[config.mk]
export PLATFORM = sky130hd
export DESIGN_NAME = dm_access_ctrl_flat
export DESIGN_NICKNAME = d
export VERILOG_FILES = /design/src/rtl/dm_access_ctrl_pkg.sv /design/src/rtl/dm_access_ctrl_if.sv /design/src/rtl/dm_access_ctrl_lane_align.sv /design/src/rtl/dm_access_ctrl.sv /design/src/flat_wrapper.sv
export SDC_FILE = /design/constraint.sdc
export NUM_CORES = 1
export LEC_CHECK = 0
export BUFFER_PORTS_ARGS = -buffer_cell sky130_fd_sc_hd__buf_2
export CAP_MARGIN = 20
export CORE_MARGIN = 3
export CORE_UTILIZATION = 35
export DETAILED_ROUTE_END_ITERATION = 6
export GPL_TIMING_DRIVEN = 0
export PLACE_DENSITY = 0.65
export SLEW_MARGIN = 20
export SYNTH_ARGS = -nofsm -noshare
export SYNTH_HDL_FRONTEND = slang
export SYNTH_HIERARCHICAL = 1
export SYNTH_SLANG_ARGS = --single-unit
[constraint.sdc]
create_clock -name clk -period 5.61 [get_ports clk]
set_clock_uncertainty 0.05 [all_clocks]
set_input_delay 0.561 -clock clk [delete_from_list [all_inputs] [get_ports clk]]
set_output_delay 0.561 -clock clk [all_outputs]
set_load 0.05 [all_outputs]
[src/rtl/dm_access_ctrl_pkg.sv]
// Shared encodings for the data-memory access controller: access size codes
// and FSM state codes.
package dm_access_ctrl_pkg;

    localparam logic [1:0] DMSIZE_B = 2'b00;
    localparam logic [1:0] DMSIZE_H = 2'b01;
    localparam logic [1:0] DMSIZE_W = 2'b10;

    typedef enum logic [1:0] {
        DMA_IDLE = 2'b00,
        DMA_REQ  = 2'b01,
        DMA_RESP = 2'b10,
        DMA_FIN  = 2'b11
    } dma_state_e;

endpackage

[src/rtl/dm_access_ctrl_if.sv]
// Request/grant/rvalid handshake between the access controller and data memory.
interface dm_access_ctrl_if;
    logic        mem_req;
    logic        mem_we;
    logic [31:0] mem_addr;
    logic [3:0]  mem_be;
    logic [31:0] mem_wdata;
    logic        mem_gnt;
    logic        mem_rvalid;
    logic [31:0] mem_rdata;

    modport master (
        output mem_req, mem_we, mem_addr, mem_be, mem_wdata,
        input  mem_gnt, mem_rvalid, mem_rdata
    );

    modport slave (
        input  mem_req, mem_we, mem_addr, mem_be, mem_wdata,
        output mem_gnt, mem_rvalid, mem_rdata
    );
endinterface

[src/rtl/dm_access_ctrl_lane_align.sv]
// Byte-lane steering for sub-word accesses: byte enables, store-data
// replication, load-data right alignment and the alignment check.
module dm_lane_align
    import dm_access_ctrl_pkg::*;
(
    input  logic [1:0]  size_i,
    input  logic [1:0]  off_i,
    input  logic [31:0] wdata_i,
    input  logic [31:0] rdata_i,
    output logic [3:0]  be_o,
    output logic [31:0] wdata_o,
    output logic [31:0] rdata_o,
    output logic        misalign_o
);

    // Lane enables and replicated store data selected by access size.
    always_comb begin
        be_o       = 4'b0000;
        wdata_o    = wdata_i;
        misalign_o = 1'b0;
        case (size_i)
            DMSIZE_B: begin
                be_o    = 4'b0001 << off_i;
                wdata_o = {4{wdata_i[7:0]}};
            end
            DMSIZE_H: begin
                be_o       = 4'b0011 << off_i;
                wdata_o    = {2{wdata_i[15:0]}};
                misalign_o = off_i[0];
            end
            DMSIZE_W: begin
                be_o       = 4'b1111;
                misalign_o = (off_i != 2'b00);
            end
            default: misalign_o = 1'b1;
        endcase
    end

    // Upper bits are left as shifted; the load extender masks them.
    assign rdata_o = rdata_i >> {off_i, 3'b000};

endmodule

[src/rtl/dm_access_ctrl.sv]
// Multicycle data-memory access controller: alignment check, req/gnt/rvalid
// handshake and right-aligned load return. All outputs are registered.
module dm_access_ctrl
    import dm_access_ctrl_pkg::*;
(
    input  logic                clk,
    input  logic                rstn,
    input  logic                start,
    input  logic                is_store,
    input  logic [1:0]          size,
    input  logic [31:0]         addr,
    input  logic [31:0]         wdata,
    output logic                busy,
    output logic                done,
    output logic                misalign,
    output logic [31:0]         dmout,
    dm_access_ctrl_if.master    mem
);

    dma_state_e  state_q;
    logic [1:0]  off_q;
    logic        st_q;
    logic        busy_q, done_q, mis_q;
    logic        req_q, we_q;
    logic [31:0] maddr_q, mwdata_q, dmout_q;
    logic [3:0]  be_q;

    logic [1:0]  la_off;
    logic [3:0]  la_be;
    logic [31:0] la_wdata, la_rdata;
    logic        la_mis;

    // In IDLE the steering works on the incoming request; afterwards the
    // latched offset drives the load-data shift.
    assign la_off = (state_q == DMA_IDLE) ? addr[1:0] : off_q;

    dm_lane_align u_align (
        .size_i     (size),
        .off_i      (la_off),
        .wdata_i    (wdata),
        .rdata_i    (mem.mem_rdata),
        .be_o       (la_be),
        .wdata_o    (la_wdata),
        .rdata_o    (la_rdata),
        .misalign_o (la_mis)
    );

    // Access FSM with registered status and memory-side outputs.
    always_ff @(posedge clk or negedge rstn) begin
        if (!rstn) begin
            state_q  <= DMA_IDLE;
            off_q    <= 2'b00;
            st_q     <= 1'b0;
            busy_q   <= 1'b0;
            done_q   <= 1'b0;
            mis_q    <= 1'b0;
            req_q    <= 1'b0;
            we_q     <= 1'b0;
            maddr_q  <= '0;
            be_q     <= '0;
            mwdata_q <= '0;
            dmout_q  <= '0;
        end else begin
            case (state_q)
                DMA_IDLE: begin
                    if (start) begin
                        off_q  <= addr[1:0];
                        st_q   <= is_store;
                        busy_q <= 1'b1;
                        if (la_mis) begin
                            // Rejected without touching memory.
                            state_q <= DMA_FIN;
                            done_q  <= 1'b1;
                            mis_q   <= 1'b1;
                        end else begin
                            state_q  <= DMA_REQ;
                            req_q    <= 1'b1;
                            we_q     <= is_store;
                            maddr_q  <= {addr[31:2], 2'b00};
                            be_q     <= la_be;
                            mwdata_q <= la_wdata;
                        end
                    end
                end
                DMA_REQ: begin
                    if (mem.mem_gnt) begin
                        req_q <= 1'b0;
                        we_q  <= 1'b0;
                        if (st_q) begin
                            state_q <= DMA_FIN;
                            done_q  <= 1'b1;
                        end else begin
                            state_q <= DMA_RESP;
                        end
                    end
                end
                DMA_RESP: begin
                    if (mem.mem_rvalid) begin
                        dmout_q <= la_rdata;
                        state_q <= DMA_FIN;
                        done_q  <= 1'b1;
                    end
                end
                default: begin
                    state_q <= DMA_IDLE;
                    busy_q  <= 1'b0;
                    done_q  <= 1'b0;
                    mis_q   <= 1'b0;
                end
            endcase
        end
    end

    assign busy          = busy_q;
    assign done          = done_q;
    assign misalign      = mis_q;
    assign dmout         = dmout_q;
    assign mem.mem_req   = req_q;
    assign mem.mem_we    = we_q;
    assign mem.mem_addr  = maddr_q;
    assign mem.mem_be    = be_q;
    assign mem.mem_wdata = mwdata_q;

endmodule

[src/flat_wrapper.sv]
// flat-port wrapper written by rule: the top's interface ports become plain ports
module dm_access_ctrl_flat import dm_access_ctrl_pkg::*;
  (clk, rstn, start, is_store, size, addr, wdata, busy, done, misalign, dmout, mem_mem_req, mem_mem_we, mem_mem_addr, mem_mem_be, mem_mem_wdata, mem_mem_gnt, mem_mem_rvalid, mem_mem_rdata);
  dm_access_ctrl_if mem_i ();
  input  logic clk;
  input  logic rstn;
  input  logic start;
  input  logic is_store;
  input  logic [1:0] size;
  input  logic [31:0] addr;
  input  logic [31:0] wdata;
  output logic busy;
  output logic done;
  output logic misalign;
  output logic [31:0] dmout;
  output wire logic [$bits(mem_i.mem_req)-1:0] mem_mem_req;
  output wire logic [$bits(mem_i.mem_we)-1:0] mem_mem_we;
  output wire logic [$bits(mem_i.mem_addr)-1:0] mem_mem_addr;
  output wire logic [$bits(mem_i.mem_be)-1:0] mem_mem_be;
  output wire logic [$bits(mem_i.mem_wdata)-1:0] mem_mem_wdata;
  input wire logic [$bits(mem_i.mem_gnt)-1:0] mem_mem_gnt;
  input wire logic [$bits(mem_i.mem_rvalid)-1:0] mem_mem_rvalid;
  input wire logic [$bits(mem_i.mem_rdata)-1:0] mem_mem_rdata;
  assign mem_mem_req = mem_i.mem_req;
  assign mem_mem_we = mem_i.mem_we;
  assign mem_mem_addr = mem_i.mem_addr;
  assign mem_mem_be = mem_i.mem_be;
  assign mem_mem_wdata = mem_i.mem_wdata;
  assign mem_i.mem_gnt = mem_mem_gnt;
  assign mem_i.mem_rvalid = mem_mem_rvalid;
  assign mem_i.mem_rdata = mem_mem_rdata;
  dm_access_ctrl u_core (.clk(clk), .rstn(rstn), .start(start), .is_store(is_store), .size(size), .addr(addr), .wdata(wdata), .busy(busy), .done(done), .misalign(misalign), .dmout(dmout), .mem(mem_i));
endmodule
# Yosys cells after proc, flatten, opt, wreduce, memory -nomap -nowiden
# Index checks and enable logic that the tools add are counted.
# W data, S select, Z words.
# totals
ff_bits	108
input_bits	104
output_inout_bits	105
word_cells	66
# classes
eq_ne	10
shift	3
n_mux	26
n_bitwise	2
n_reduce_logical	13
# op_table
op	n
$pmux W32 S2	1
$shr A32 B5 Y32	1
$mux W1	12
$pmux W4 S3	1
$mux W2	5
$reduce_and A3 Y1	3
$ne A2 B2 Y1 const B	4
$pmux W1 S2	4
$pmux W1 S3	2
$pmux W2 S3	1
$reduce_and A2 Y1	3
$reduce_and A5 Y1	1
$eq A2 B1 Y1 const B	2
$eq A2 B2 Y1 const B	2
$logic_not A2 Y1	2
$ne A2 B1 Y1 const B	2
$reduce_and A4 Y1	1
$reduce_bool A2 Y1	2
$shl A1 B2 Y4 const A	1
$shl A2 B2 Y4 const A	1
$not A1 Y1	2
$reduce_or A2 Y1	1

# Longest topological paths before layout
# logic_depth
ltp_word	7
ltp_mapped	12
depth_no_buf	9

# By module
# The synthesis kept the hierarchy.
# modules_own_cells
module	instances	cells_each	area_each_um2	seq_area_each_um2
dm_access_ctrl	1	269	4295.4	2702.6
dm_lane_align	1	132	1131.1	0.0

# Worst setup path after synthesis
# Ideal clock, no wire load.
# synth_timing
kind	register to register
from	reg u_core.state_q[0]
to	reg u_core.maddr_q[31] (netlist: u_core/mem.mem_addr[31])
setup_time_ps	128
t_arrival_ps	2429
required_ps	5432
path_slack_ps	3003
path_stages_with_launch	12
n_path_buf	4
period_less_slack_ps	2607
path_cell_list	dfrtp_1 inv_1 ha_1 buf_4 mux2_2 buf_6 buf_8 o21a_1 o22a_1 nand3b_4 buf_6 mux2_1
# synth_between
elab_chain_cells	6
# synth_lines
element	line_no	text
from (decl)	dm_access_ctrl.sv:20	dma_state_e state_q;
from (signal assigned)	dm_access_ctrl.sv:51	state_q <= DMA_IDLE;
from (signal assigned)	dm_access_ctrl.sv:72	state_q <= DMA_FIN;
from (signal assigned)	dm_access_ctrl.sv:76	state_q <= DMA_REQ;
$logic_not A2 Y1 (*)	dm_access_ctrl.sv:35	assign la_off = (state_q == DMA_IDLE) ? addr[1:0] : off_q;
$mux W2 (*)	dm_access_ctrl.sv:35	
net u_core.la_off[0]	dm_access_ctrl.sv:28	logic [1:0] la_off;
$reduce_bool A2 Y1	dm_access_ctrl_lane_align.sv:33	misalign_o = (off_i != 2'b00);
$pmux W1 S3 (*)	dm_access_ctrl_lane_align.sv:21	case (size_i)
net u_core.la_mis	dm_access_ctrl.sv:31	logic la_mis;
$not A1 Y1 (no line) (*)	n/a	
$reduce_and A3 Y1 (no line) (*)	n/a	
to (signal assigned)	dm_access_ctrl.sv:79	maddr_q <= {addr[31:2], 2'b00};
to (decl)	dm_access_ctrl.sv:25	logic [31:0] maddr_q, mwdata_q, dmout_q;
# Mark *: on every way through the listed nets, which the timed path passes. The rest lies on a longest branch.
# A chain may end at the register's enable or synchronous reset.

# Worst setup path after layout
# layout_timing
from	reg u_core.state_q[0]
to	reg u_core.mwdata_q[6] (netlist: u_core/mem.mem_wdata[6])
# layout_between
elab_chain_cells	6
# layout_lines
element	line_no	text
$logic_not A2 Y1	dm_access_ctrl.sv:35	
$mux W2	dm_access_ctrl.sv:35	
net u_core.la_off[1]	dm_access_ctrl.sv:28	
$reduce_bool A2 Y1	dm_access_ctrl_lane_align.sv:33	
$pmux W1 S3	dm_access_ctrl_lane_align.sv:21	
net u_core.la_mis	dm_access_ctrl.sv:31	
$not A1 Y1 (no line)	n/a	
$reduce_and A3 Y1 (no line)	n/a	
to (signal assigned)	dm_access_ctrl.sv:81	mwdata_q <= la_wdata;
to (decl)	dm_access_ctrl.sv:25	
# The timed path passes the listed nets, and every way through them passes these cells.

==> reports/qor.txt <==
Status -> complete, no violations
ANT nets after route -> 0
Post-layout util -> 47.3%
Number of unique standard cell types used by synthesis -> 38
CTS buffer count -> 9
Fin. max-slew vios -> 0
Endpoints failing setup -> 0
Synthesized netlist cell count -> 401
Synthesized flop and latch total -> 108
CTS tree -> yes
WS Path Type -> reg -> reg
Final HPWL DP -> 10600 um
Row cnt -> 44
DRT Wirelength -> 14100 um
Post-Syn Area -> 5430 um2
P&R area growth vs syn -> 29.5%
Fmax -> 348 MHz
CTS Buffer Depth -> 2
Area of the core -> 14900 um2
Layout Nets -> 728
Starting DRT DRC Count -> 98
Clock latency on the worst-skew pair -> 0.35 ns
Wire length of the first global-routing pass -> 21700 um
I/O pin count -> 209
Placer's final routability congestion estimate -> 0.787
All-Layer GR Usage -> 16.6%
Pwr Total -> 4.99 mW
Critical Path RT -> 5.79 ns
Max IR drop VDD -> 0.545 mV
Starting Density -> 36.5%
Die Width -> 131 um
Fillers -> 1395
Vias in the first global route -> 4125
Non-filler cells, final -> 807
Avg Cell Area, Syn -> 13.5 um2
Post-CTS Hold Buffers -> 0
DRC Markers -> 0
Share of cells above drive strength 1 -> 58.7%
Actual slew at the worst max-slew pin -> 0.543 ns
Unrepaired setup endpoints after global routing -> false
HP Class -> in -> async
Final hold vios -> 0
Top_reg_cell synth -> dfrtp_1
Number of flops mapped to enable cells by yosys -> 0
DR WL/cell -> 17.4 um
Setup crit end kind -> register
Pre-CTS setup slack -> 2.71 ns
Root Driver -> clkbuf_16
Final Cycle Share -> 51.3%
Setup WS post-layout -> 2.73 ns
Largest net degree at the start of global routing -> 58
Die ar. -> 17000 um2
Tmin final -> 2.88 ns
CTS resizes -> 0
Synth async-reset ratio -> 100%
Max-cap violations -> 0
R2R Setup Slk -> 2.73 ns
Total placed cells including tap cells -> 791
CTS HTree Levels -> 3
Clk sinks -> 108
Buffers on Ports -> 204
Setup TNS Final -> 0 ns
Post-DR vias/cell -> 4.89
Global route total overflow -> 0
CP Launch Type -> register
P_leak -> 3.60 nW
Crit Path Max Fanout -> 10
Synth warn -> 6
Die H -> 131 um
Ant. Diodes -> 0
Sequential area share after synthesis -> 49.8%
CP arrival -> 3.06 ns
Worst-path clk slew -> 0.07 ns
Relative slew slack -> 63.8%
Post-CTS setup buffers -> 0
Pwr Density -> 710 nW/um2
Initial antenna violation count -> 0
Vias after detailed routing -> 3945
Drt first pass iters -> 4
==> Yosys cell counts, types with 3 or more instances <==
| master | instances | area share, % |
|---|---|---|
| mux2i_1 | 44 | 8.1 |
| o2bb2ai_1 | 8 | 1.3 |
| o21ai_1 | 4 | 0.37 |
| nor2_1 | 14 | 0.97 |
| buf_6 | 13 | 2.7 |
| a21oi_1 | 4 | 0.37 |
| inv_1 | 5 | 0.35 |
| nand2b_1 | 4 | 0.46 |
| and2_1 | 8 | 0.92 |
| dfrtp_1 | 108 | 50 |
| mux2_2 | 98 | 20 |
| buf_4 | 13 | 1.8 |
| buf_2 | 8 | 0.74 |
| nor2b_1 | 3 | 0.35 |
| mux2_4 | 7 | 1.9 |
| nand2_1 | 13 | 0.90 |
| ha_1 | 6 | 1.4 |
| mux2_1 | 14 | 2.9 |
| o21ai_0 | 8 | 0.74 |
==> layout by cell type (no fill, tap or decap), types with 2 or more instances in the layout <==
cell type	synthesis	final
a21oi_1	4	4
and2_1	8	8
buf_2	8	211
buf_4	13	13
buf_6	13	14
clkbuf_16	0	9
clkbuf_8	0	3
conb_1	1	2
dfrtp_1	108	108
ha_1	6	6
inv_1	5	5
mux2_1	14	14
mux2_2	98	98
mux2_4	7	7
mux2i_1	44	44
nand2_1	13	13
nand2b_1	4	4
nor2_1	14	14
nor2b_1	3	3
o21ai_0	8	8
o21ai_1	4	4
o2bb2ai_1	8	8
==> state kept, by name (all words and copies together), names as in the netlist <==
signal,count
u_core/state_q,2
u_core/misalign,1
u_core/mem.mem_wdata,32
u_core/done,1
u_core/st_q,1
u_core/off_q,2
u_core/dmout,32
u_core/mem.mem_we,1
u_core/mem.mem_req,1
u_core/mem.mem_be,4
u_core/busy,1
u_core/mem.mem_addr,30
==> cell families after synthesis <==
group | Yosys count | share of synthesized area (%)
flops | 108 | 49.8
other cells | 1 | 0.0691
mux | 163 | 33.3
simple gates | 49 | 5.12
fa+ha+maj | 6 | 1.38
buf+inv | 41 | 5.93
compound gates | 33 | 4.40
==> stage by stage <==
| stage | hold WS, ns | cell area, um2 |
|---|---|---|
| floorplan | 0.215 | 5430 |
| global placement | 0.420 | 6680 |
| detailed placement | 0.431 | 6720 |
| CTS | 0.127 | 7030 |
| global route | 0.149 | 7030 |
| finish | 0.115 | 7030 |
==> critical path, cell delays in order, from the launching register on <==
cell and delay, ns:
dfrtp_1 0.41, inv_1 0.14, ha_1 0.16, buf_4 0.17, mux2_2 0.38, buf_2 0.23, o21a_1 0.21, o22a_1 0.22
nand3b_4 0.26, buf_6 0.21, mux2_1 0.31
==> final cells by class <==
cell class | count | area (um2) | share of cell area, %
sequential | 108 | 2700 | 38.4
multi-input combinational | 253 | 2410 | 34.2
timing repair buffer | 205 | 1050 | 15.0
buffer | 35 | 299 | 4.25
clock buffer | 13 | 270 | 3.84
tap | 184 | 230 | 3.28
clock inverter | 3 | 43.8 | 0.623
inverter | 6 | 22.5 | 0.320
==> path summary, 6_finish.rpt <==
path / start / endpoint / cells past startpoint
worst min register to register: u_core/mem.mem_addr[31] / u_core/mem.mem_addr[31] / 1
worst min-delay path: rstn / u_core/dmout[30] / 1
worst max register to register: u_core/state_q[0] / u_core/mem.mem_wdata[6] / 10
worst max-delay path: u_core/state_q[0] / u_core/mem.mem_wdata[6] / 10
max in group asynchronous: rstn / u_core/mem.mem_addr[23] / 2
min in group clk: addr[31] / u_core/mem.mem_addr[31] / 2
==> power breakdown <==
group          switching, mW  internal (mW)  total (mW)
Combinational           2.04          0.936        2.98
Clock                  0.282          0.383       0.665
Sequential             0.188           1.16        1.35
==> routing by layer <==
layer  up-vias  routed length [um]  track usage (%)
met1      1946                5900             20.4
li1       1839                   -                -
met2       146                7040             28.1
met5         -                   0                0
met3        14                 936             4.35
met4         0                 194             5.99
No activity file was read; power rests on OpenSTA's default activity.
